`config.mk`:
```
export PLATFORM = sky130hd
export DESIGN_NAME = can_bit_destuffer_flat
export DESIGN_NICKNAME = d
export VERILOG_FILES = /design/src/rtl/can_bit_destuffer_pkg.sv /design/src/rtl/can_bit_destuffer_if.sv /design/src/rtl/can_bit_destuffer_run_tracker.sv /design/src/rtl/can_bit_destuffer.sv /design/src/flat_wrapper.sv
export SDC_FILE = /design/constraint.sdc
export NUM_CORES = 1
export LEC_CHECK = 0
export ABC_CLOCK_PERIOD_IN_PS = 3500
export CAP_MARGIN = 25
export CORE_AREA = 2 2 49 51
export CTS_BUF_LIST = sky130_fd_sc_hd__clkbuf_4 sky130_fd_sc_hd__clkbuf_8
export CTS_CLUSTER_DIAMETER = 150
export DETAILED_ROUTE_END_ITERATION = 10
export DIE_AREA = 0 0 51 53
export PLACE_DENSITY = 0.93
export SLEW_MARGIN = 25
export SYNTH_ARGS = -nofsm -noshare
export SYNTH_HDL_FRONTEND = slang
export SYNTH_SLANG_ARGS = --single-unit
```
`constraint.sdc`:
```
create_clock -name i_Clock -period 3.5 [get_ports i_Clock]
set_input_delay 0.7 -clock i_Clock [delete_from_list [all_inputs] [get_ports i_Clock]]
set_output_delay 0.7 -clock i_Clock [all_outputs]
set_load 0.005 [all_outputs]
```
`src/rtl/can_bit_destuffer_pkg.sv`:
```
// can_pkg: shared FSM state type and CAN bit-level constants for the destuffer.
package can_pkg;
   typedef enum logic [1:0] {COUNT, EXPECT_STUFF, ERROR} state_t;
   localparam int CAN_STUFF_LEN = 5;
   localparam logic CAN_RECESSIVE = 1'b1;
endpackage

```
`src/rtl/can_bit_destuffer_if.sv`:
```
// can_bit_destuffer_if: sampler-side bit stream in, decoder-side destuffed stream out.
// o_Stuff_Count exists only when CAN_STUFF_CNT_EN is defined.
interface can_bit_destuffer_if #(parameter int IDX_W = 7);
   logic i_Frame_Start, i_Stuff_En, i_Bit_Valid, i_Bit;
   logic o_Bit_Valid, o_Bit, o_Stuff_Bit, o_Stuff_Error;
   logic [IDX_W-1:0] o_Bit_Index;
`ifdef CAN_STUFF_CNT_EN
   logic [2:0] o_Stuff_Count;
   modport master (output i_Frame_Start, i_Stuff_En, i_Bit_Valid, i_Bit,
                   input o_Bit_Valid, o_Bit, o_Bit_Index, o_Stuff_Bit, o_Stuff_Error, o_Stuff_Count);
   modport slave (input i_Frame_Start, i_Stuff_En, i_Bit_Valid, i_Bit,
                  output o_Bit_Valid, o_Bit, o_Bit_Index, o_Stuff_Bit, o_Stuff_Error, o_Stuff_Count);
`else
   modport master (output i_Frame_Start, i_Stuff_En, i_Bit_Valid, i_Bit,
                   input o_Bit_Valid, o_Bit, o_Bit_Index, o_Stuff_Bit, o_Stuff_Error);
   modport slave (input i_Frame_Start, i_Stuff_En, i_Bit_Valid, i_Bit,
                  output o_Bit_Valid, o_Bit, o_Bit_Index, o_Stuff_Bit, o_Stuff_Error);
`endif
endinterface

```
`src/rtl/can_bit_destuffer_run_tracker.sv`:
```
// can_run_tracker: equal-bit run length and last bit; i_Clear views state as freshly reset
// so a frame start and a bit in the same cycle act on the cleared run.
module can_run_tracker
   import can_pkg::*;
#(
   parameter int STUFF_LEN = CAN_STUFF_LEN
) (
   input  logic i_Clock,
   input  logic i_Reset,
   input  logic i_Clear,
   input  logic i_Count,
   input  logic i_Restart,
   input  logic i_Zero,
   input  logic i_Bit,
   output logic o_Run_Full,
   output logic o_Differs
);
   localparam int RW = $clog2(STUFF_LEN + 1);
   logic [RW-1:0] run_cnt, cur_cnt, next_cnt;
   logic last_bit, cur_last;
   assign cur_cnt = i_Clear ? '0 : run_cnt;
   assign cur_last = i_Clear ? CAN_RECESSIVE : last_bit;
   assign o_Differs = i_Bit != cur_last;
   assign next_cnt = (cur_cnt == '0 || o_Differs) ? RW'(1) : cur_cnt + 1'b1;
   assign o_Run_Full = next_cnt == RW'(STUFF_LEN);
   always_ff @(posedge i_Clock) begin
      if (i_Reset) begin
         run_cnt <= '0;
         last_bit <= CAN_RECESSIVE;
      end else if (i_Count) begin
         run_cnt <= next_cnt;
         last_bit <= i_Bit;
      end else if (i_Restart) begin
         run_cnt <= RW'(1);
         last_bit <= i_Bit;
      end else if (i_Zero) begin
         run_cnt <= '0;
         last_bit <= cur_last;
      end else if (i_Clear) begin
         run_cnt <= '0;
         last_bit <= CAN_RECESSIVE;
      end
   end
endmodule

```
`src/rtl/can_bit_destuffer.sv`:
```
// can_bit_destuffer: removes CAN stuff bits, indexes forwarded bits, flags stuff violations.
// Optional removed-stuff-bit counter enabled by CAN_STUFF_CNT_EN.
module can_bit_destuffer
   import can_pkg::*;
#(
   parameter int STUFF_LEN = CAN_STUFF_LEN,
   parameter int IDX_W = 7
) (
   input logic i_Clock,
   input logic i_Reset,
   can_bit_destuffer_if.slave bus
);
   localparam logic [IDX_W-1:0] IDX_MAX = '1;
   state_t state_q, cur_state, state_d;
   logic [IDX_W-1:0] nidx_q, cur_nidx;
   logic fwd, stuff_pulse, viol, do_count, do_restart, do_zero, run_full, differs;
   can_run_tracker #(.STUFF_LEN(STUFF_LEN)) u_run (
      .i_Clock(i_Clock), .i_Reset(i_Reset), .i_Clear(bus.i_Frame_Start),
      .i_Count(do_count), .i_Restart(do_restart), .i_Zero(do_zero), .i_Bit(bus.i_Bit),
      .o_Run_Full(run_full), .o_Differs(differs)
   );
   // A frame start clears state before the same-cycle bit is judged.
   assign cur_state = bus.i_Frame_Start ? COUNT : state_q;
   assign cur_nidx = bus.i_Frame_Start ? '0 : nidx_q;
   always_comb begin
      fwd = 1'b0;
      stuff_pulse = 1'b0;
      viol = 1'b0;
      do_count = 1'b0;
      do_restart = 1'b0;
      do_zero = 1'b0;
      state_d = cur_state;
      if (bus.i_Bit_Valid && cur_state != ERROR) begin
         if (!bus.i_Stuff_En) begin
            fwd = 1'b1;
            do_zero = 1'b1;
            state_d = COUNT;
         end else if (cur_state == COUNT) begin
            fwd = 1'b1;
            do_count = 1'b1;
            state_d = run_full ? EXPECT_STUFF : COUNT;
         end else begin
            stuff_pulse = differs;
            do_restart = differs;
            viol = !differs;
            state_d = differs ? COUNT : ERROR;
         end
      end
   end
   always_ff @(posedge i_Clock) begin
      if (i_Reset) begin
         state_q <= COUNT;
         nidx_q <= '0;
         bus.o_Bit_Valid <= 1'b0;
         bus.o_Bit <= 1'b0;
         bus.o_Bit_Index <= '0;
         bus.o_Stuff_Bit <= 1'b0;
         bus.o_Stuff_Error <= 1'b0;
      end else begin
         state_q <= state_d;
         nidx_q <= fwd ? ((cur_nidx == IDX_MAX) ? IDX_MAX : cur_nidx + 1'b1) : cur_nidx;
         bus.o_Bit_Valid <= fwd;
         bus.o_Bit <= fwd ? bus.i_Bit : bus.o_Bit;
         bus.o_Bit_Index <= fwd ? cur_nidx : bus.o_Bit_Index;
         bus.o_Stuff_Bit <= stuff_pulse;
         bus.o_Stuff_Error <= (bus.o_Stuff_Error & ~bus.i_Frame_Start) | viol;
      end
   end
`ifdef CAN_STUFF_CNT_EN
   always_ff @(posedge i_Clock) begin
      if (i_Reset)
         bus.o_Stuff_Count <= '0;
      else
         bus.o_Stuff_Count <= (bus.i_Frame_Start ? 3'd0 : bus.o_Stuff_Count) + {2'b0, stuff_pulse};
   end
`endif
endmodule
```
`src/flat_wrapper.sv`:
```
// flat-port wrapper written by rule: the top's interface ports become plain ports
module can_bit_destuffer_flat import can_pkg::*;
#(
   parameter int STUFF_LEN = CAN_STUFF_LEN,
   parameter int IDX_W = 7
)
  (i_Clock, i_Reset, bus_i_Frame_Start, bus_i_Stuff_En, bus_i_Bit_Valid, bus_i_Bit, bus_o_Bit_Valid, bus_o_Bit, bus_o_Bit_Index, bus_o_Stuff_Bit, bus_o_Stuff_Error);
  can_bit_destuffer_if #(.IDX_W(IDX_W)) bus_i ();
  input logic i_Clock;
  input logic i_Reset;
  input wire logic [$bits(bus_i.i_Frame_Start)-1:0] bus_i_Frame_Start;
  input wire logic [$bits(bus_i.i_Stuff_En)-1:0] bus_i_Stuff_En;
  input wire logic [$bits(bus_i.i_Bit_Valid)-1:0] bus_i_Bit_Valid;
  input wire logic [$bits(bus_i.i_Bit)-1:0] bus_i_Bit;
  output wire logic [$bits(bus_i.o_Bit_Valid)-1:0] bus_o_Bit_Valid;
  output wire logic [$bits(bus_i.o_Bit)-1:0] bus_o_Bit;
  output wire logic [$bits(bus_i.o_Bit_Index)-1:0] bus_o_Bit_Index;
  output wire logic [$bits(bus_i.o_Stuff_Bit)-1:0] bus_o_Stuff_Bit;
  output wire logic [$bits(bus_i.o_Stuff_Error)-1:0] bus_o_Stuff_Error;
  assign bus_i.i_Frame_Start = bus_i_Frame_Start;
  assign bus_i.i_Stuff_En = bus_i_Stuff_En;
  assign bus_i.i_Bit_Valid = bus_i_Bit_Valid;
  assign bus_i.i_Bit = bus_i_Bit;
  assign bus_o_Bit_Valid = bus_i.o_Bit_Valid;
  assign bus_o_Bit = bus_i.o_Bit;
  assign bus_o_Bit_Index = bus_i.o_Bit_Index;
  assign bus_o_Stuff_Bit = bus_i.o_Stuff_Bit;
  assign bus_o_Stuff_Error = bus_i.o_Stuff_Error;
  can_bit_destuffer #(.STUFF_LEN(STUFF_LEN), .IDX_W(IDX_W)) u_core (.i_Clock(i_Clock), .i_Reset(i_Reset), .bus(bus_i));
endmodule
```
==> flow_summary.yaml, run 1 <==
worst_setup_path:
  reg2reg_depth: 6
  crit_path_start: "bus_i_Frame_Start"
  cp.arrival_ns: 2.43
  reg2reg_to: "u_core.nidx_q[4]"
  endpoint: "u_core.nidx_q[4]"
  cp-end-kind: "register"
  cp_max_fo: 6
  r2r_slack_ns: 1.83
  worstSetupPathType: "in2reg"
  worstPathRequired_ns: 3.75
  r2r_start: "u_core.nidx_q[1]"
  start_kind: "primary input"
routing:
  via_per_inst: 5.96
  wl_per_cell_um: 14.9
  drc: 0
  num_vias: 1049
  first_pass_iters: 4
  top_layer: "met4"
  drt-initial-drc-count: 25
  routed_wl_um: 2620
  wl_met2_um: 1200
  wl_met1_um: 1230
  wl_met3_um: 88
  final_antenna_net_count: 0
sta:
  min_period_ns: 2.18
  slew_headroom: 0.586
  hold_viol: 0
  max_freq_mhz: 459
  setup_violations: 0
  min_period_over_period: 0.623
  hold-worst-slack_ns: 0.465
  grt_setup_unrepaired: "false"
  worst_clock_skew_ns: 0.000879
  tightest_slew_ns: 0.619
  drv_slew: 0
  fin_setup_tns_ns: 0
power:
  seqPwrFrac: 0.525
  sw_frac_of_total: 0.223
  clkPwrFrac: 0.384
  power.leakage_nw: 0.552
  net-switching-power_mw: 0.119
  p_int_mw: 0.415
  peakVddDrop_uv: 257
  share_comb_of_total_power: 0.092
  p_per_area_mw_per_mm2: 365
synthesis:
  synthCells: 133
  avgSynthCellArea_um2: 9.40
  yosysUniqueCellTypes: 46
  ys_seq_elements: 24
  synth.area.top_cells: "dfxtp_1 38%, nor2_1 4.5%, mux2i_1 4.0%, ha_1 3.0%, nor2b_1 3.0%"
  synth_seq_area_share: 0.384
  synthArstFlopShare: 0
  syn_area_mm2: 0.00125
  yosys.area.top_type: "dfxtp_1"
  synth-edff-count: 0
  yosysWarnings: 0
  syn_nets: 142
  yosysTopAreaCellShare: 0.384
  ys.flop_type: "dfxtp_1"
global_route:
  grt_pass1_vias: 961
  grt_first_pass_wirelength_um: 4320
  grt_max_degree: 22
  gr-total-overflow: 0
  grtUsageTotal: 0.219
  antenna_found_initial: 0
cells_and_area:
  fillCellCount: 170
  fin_nets: 158
  area_delta_synth_final_pct: 17.0
  drive_above_1_share: 0.122
  final_cell_mix: "24 x dfxtp_1, 16 x clkdlybuf4s50_1, 15 x nor2_1, 7 x inv_1, 7 x a21oi_1"
  final_common_cell: "dfxtp_1"
  diodes: 0
  finalNonFillerCells: 176
  final_util: 0.681
  final_area_mm2: 0.00146
clocking:
  cts_setup_buffers: 0
  cts_hold_buf: 0
  clock_path_buffers: 2
  cts_tree: "yes"
  root_buffer: "clkbuf_4"
  cts_resized: 0
  cts_htree_levels: 1
  clock_latency_ns: 0.32
  clk_pin_slew_worst_paths_ns: 0.14
  cts_buffers: 3
  cts.sinks: 24
hold_path:
  hold_path.class: "reg2reg"
floorplanning:
  die_w_um: 51
  dieHeight_um: 53
  initial_core_util: 0.582
  placementRows: 17
  core_area_mm2: 0.00215
  dieArea_mm2: 0.00270
  io_pins: 17
placement:
  gp_congestion: 0.902
  dp_hpwl_um: 1800
  placed_cell_area_mm2: 0.00141
  io_buffers: 16
  place_inst: 172
run_status:
  status: "complete, no violations"
job:
  max_cap_viol_count: 0
[final cells by class]
type,count,area (um^2),share of cell area
multi-input cells,95,693,0.474
well taps,28,35.0,0.0240
clock buffers,3,22.5,0.0154
clock inverters,1,30.0,0.0205
repair buffers,18,175,0.120
flip-flops and latches,24,480,0.328
inverters,7,26.3,0.0180
[power groups by stage]
stage / sequential, mW / combinational, mW / clock, mW
after global placement: 0.286 / 0.0463 / 0
after global routing: 0.280 / 0.0536 / 0.220
after floorplan: 0.286 / 0.0297 / 0
after detailed placement: 0.286 / 0.0478 / 0
final: 0.280 / 0.0489 / 0.205
after CTS: 0.280 / 0.0483 / 0.203
[cell usage after synthesis (3+ instances only)]
cell type,instances
a21oi_1,7
dfxtp_1,24
ha_1,3
inv_1,7
mux2i_1,5
nand2_1,4
nand2b_1,4
nand3_1,3
nand4b_1,4
nor2_1,15
nor2b_1,6
nor3_1,3
o211ai_1,3
o21ai_0,3
xnor2_1,3
[flip-flops by register name, indices dropped and copies added, names as in the netlist]
register,cells
u_core.bus.o_Bit,1
u_core.bus.o_Bit_Index,7
u_core.bus.o_Bit_Valid,1
u_core.bus.o_Stuff_Bit,1
u_core.bus.o_Stuff_Error,1
u_core.nidx_q,7
u_core.state_q,2
u_core.u_run.last_bit,1
u_core.u_run.run_cnt,3
[logic make-up after synthesis]
| group | share of synthesized area |
|---|---|
| xor gates and xnor gates | 0.0280 |
| DFF | 0.384 |
| AOI/OAI and AO/OA | 0.192 |
| buffers and inverters | 0.0611 |
| adders and majority gates | 0.0300 |
| muxes | 0.0671 |
| and+or+nand+nor | 0.237 |
[through the flow]
step,power (mW),worst slack [ns]
after floorplan,0.315,1.62
after global placement,0.332,1.08
after detailed placement,0.334,1.04
after CTS,0.531,1.36
after global routing,0.554,1.20
final,0.533,1.32
[worst min-delay path by stage]
stage,startpoint,end,depth (start not counted)
finish,u_core.bus.o_Bit_Index[4],u_core.bus.o_Bit_Index[4],2
global route,u_core.bus.o_Bit_Index[4],u_core.bus.o_Bit_Index[4],2
CTS,u_core.bus.o_Bit_Index[4],u_core.bus.o_Bit_Index[4],2
detailed placement,u_core.bus.o_Bit_Index[4],u_core.bus.o_Bit_Index[4],2
global placement,u_core.bus.o_Bit_Index[3],u_core.bus.o_Bit_Index[3],2
floorplan,u_core.bus.o_Bit_Index[3],u_core.bus.o_Bit_Index[3],2
[metal layers]
metal / GRT usage / up-vias
met2: 0.351 / 30
met4: 0.144 / 0
li1: - / 506
met5: 0 / -
met3: 0.0254 / 9
met1: 0.277 / 504
[worst max-delay path, stage by stage]
cell and delay [ns]:
clkdlybuf4s50_1 0.48, nor2b_1 0.27, ha_1 0.29, and3_1 0.18, nand3_1 0.10, xor2_1 0.20, o31ai_1 0.20
Power figures use the tool's default switching activity.
==> inputs of run 2 (changes only) <==
--- a/config.mk
+++ b/config.mk
@@ -5,14 +5,14 @@
 export SDC_FILE = /design/constraint.sdc
 export NUM_CORES = 1
 export LEC_CHECK = 0
-export ABC_CLOCK_PERIOD_IN_PS = 3500
+export ABC_CLOCK_PERIOD_IN_PS = 2200
 export CAP_MARGIN = 25
-export CORE_AREA = 2 2 49 51
+export CORE_AREA = 2 2 51 53
 export CTS_BUF_LIST = sky130_fd_sc_hd__clkbuf_4 sky130_fd_sc_hd__clkbuf_8
 export CTS_CLUSTER_DIAMETER = 150
 export DETAILED_ROUTE_END_ITERATION = 10
-export DIE_AREA = 0 0 51 53
-export PLACE_DENSITY = 0.93
+export DIE_AREA = 0 0 53 55
+export PLACE_DENSITY = 0.88
 export SLEW_MARGIN = 25
 export SYNTH_ARGS = -nofsm -noshare
 export SYNTH_HDL_FRONTEND = slang
==> constraint.sdc (replaced) <==
create_clock -name i_Clock -period 2.2 [get_ports i_Clock]
set_input_delay 0.44 -clock i_Clock [delete_from_list [all_inputs] [get_ports i_Clock]]
set_output_delay 0.44 -clock i_Clock [all_outputs]
set_load 0.005 [all_outputs]
==> flow_summary.yaml, run 2 (synthesis results as in run 1) <==
clocking:
  cts_htree_levels: 1
  cts_setup_buffers: 0
  cts.sinks: 24
  cts_buffers: 3
  clk_pin_slew_worst_paths_ns: 0.12
  clock_path_buffers: 2
  cts_resized: 0
  root_buffer: "clkbuf_4"
  cts_hold_buf: 0
  clock_latency_ns: 0.32
  cts_tree: "yes"
sta:
  min_period_ns: 1.85
  tightest_slew_ns: 0.486
  slew_headroom: 0.675
  drv_slew: 0
  hold_viol: 0
  hold-worst-slack_ns: 0.468
  max_freq_mhz: 541
  setup_violations: 0
  worst_clock_skew_ns: 0.00127
  fin_setup_tns_ns: 0
  grt_setup_unrepaired: "false"
  min_period_over_period: 0.840
worst_setup_path:
  crit_path_start: "bus_i_Frame_Start"
  cp.arrival_ns: 2.08
  start_kind: "primary input"
  worstSetupPathType: "in2reg"
  cp-end-kind: "register"
  r2r_slack_ns: 0.54
  reg2reg_depth: 4
  cp_max_fo: 6
  worstPathRequired_ns: 2.43
  r2r_start: "u_core.state_q[0]"
  endpoint: "u_core.nidx_q[0]"
  reg2reg_to: "u_core.bus.o_Bit_Index[6]"
routing:
  drt-initial-drc-count: 38
  routed_wl_um: 2570
  wl_per_cell_um: 14.0
  via_per_inst: 5.76
  num_vias: 1060
  drc: 0
  final_antenna_net_count: 0
  first_pass_iters: 4
run_status:
  status: "complete, no violations"
cells_and_area:
  multi_input_area_um2: 693
  drive_above_1_share: 0.156
  final_util: 0.632
  final_common_cell: "dfxtp_1"
  diodes: 0
  final_cell_mix: "24 x dfxtp_1, 16 x clkdlybuf4s50_1, 15 x nor2_1, 8 x buf_4"
  fin_nets: 164
  reg.largest.list: "u_core.bus.o_Bit_Index (7), u_core.nidx_q (7), u_core.u_run.run_cnt (3)"
  fillCellCount: 211
  area_delta_synth_final_pct: 19.5
  final-seq-area_um2: 480
placement:
  dp_hpwl_um: 1840
  io_buffers: 16
  gp_congestion: 0.847
power:
  p_per_area_mw_per_mm2: 511
  total_power_mw: 0.763
  power.leakage_nw: 0.575
  peakVddDrop_uv: 494
global_route:
  gr-total-overflow: 0
  grt_max_degree: 23
  grtUsageTotal: 0.199
  antenna_found_initial: 0
  grt_pass1_vias: 947
  grt_first_pass_wirelength_um: 4220
floorplanning:
  dieArea_mm2: 0.00292
  core_area_mm2: 0.00236
  placementRows: 18
  io_pins: 17
  initial_core_util: 0.529
  die_w_um: 53
  dieHeight_um: 55
job:
  max_cap_viol_count: 0
hold_path:
  hold_path.class: "reg2reg"
## run 2: per-layer routing
metal | part of all wire | GRT usage
met5 | 0 | 0
met4 | 0.021 | 0.103
met3 | 0.040 | 0.0403
met2 | 0.46 | 0.323
met1 | 0.48 | 0.252
## run 2: area by class of cell
class	count	area share
repair buffers	24	0.147
multi-input cells	95	0.464
inverters	7	0.0176
well taps	30	0.0251
clock buffers	4	0.0243
flip-flops and latches	24	0.322
## run 2: through the flow
step	std cells	setup slack, ns	area, um^2
2_1_floorplan	133	0.577	1250
3_3_place_gp	180	0.0943	1460
3_5_place_dp	180	0.0375	1460
4_1_cts	184	0.355	1490
5_1_grt	184	0.198	1490
6_report	184	0.352	1490
## run 2: worst min-delay path by stage
stage                                    startpoint                         to  slack [ns]  depth (start not counted)
after floorplan           u_core.bus.o_Bit_Index[3]  u_core.bus.o_Bit_Index[3]        0.45                          2
after global placement    u_core.bus.o_Bit_Index[3]  u_core.bus.o_Bit_Index[3]        0.44                          2
after detailed placement  u_core.bus.o_Bit_Index[3]  u_core.bus.o_Bit_Index[3]        0.46                          2
after CTS                 u_core.bus.o_Bit_Index[3]  u_core.bus.o_Bit_Index[3]        0.48                          2
after global routing      u_core.bus.o_Bit_Index[3]  u_core.bus.o_Bit_Index[3]        0.49                          2
final                     u_core.bus.o_Bit_Index[3]  u_core.bus.o_Bit_Index[3]        0.47                          2
## run 2: where the power goes
group	switching [mW]	internal, mW
combinational	0.0459	0.0397
clock	0.131	0.101
sequential	0.00364	0.442
## run 2: worst max-delay path, stage by stage
cell             delay (ns)
clkdlybuf4s50_1        0.49
nand2b_1               0.20
inv_1                  0.08
ha_1                   0.20
nand3_1                0.13
nor3_2                 0.22
nor3_1                 0.07
a211oi_1               0.25
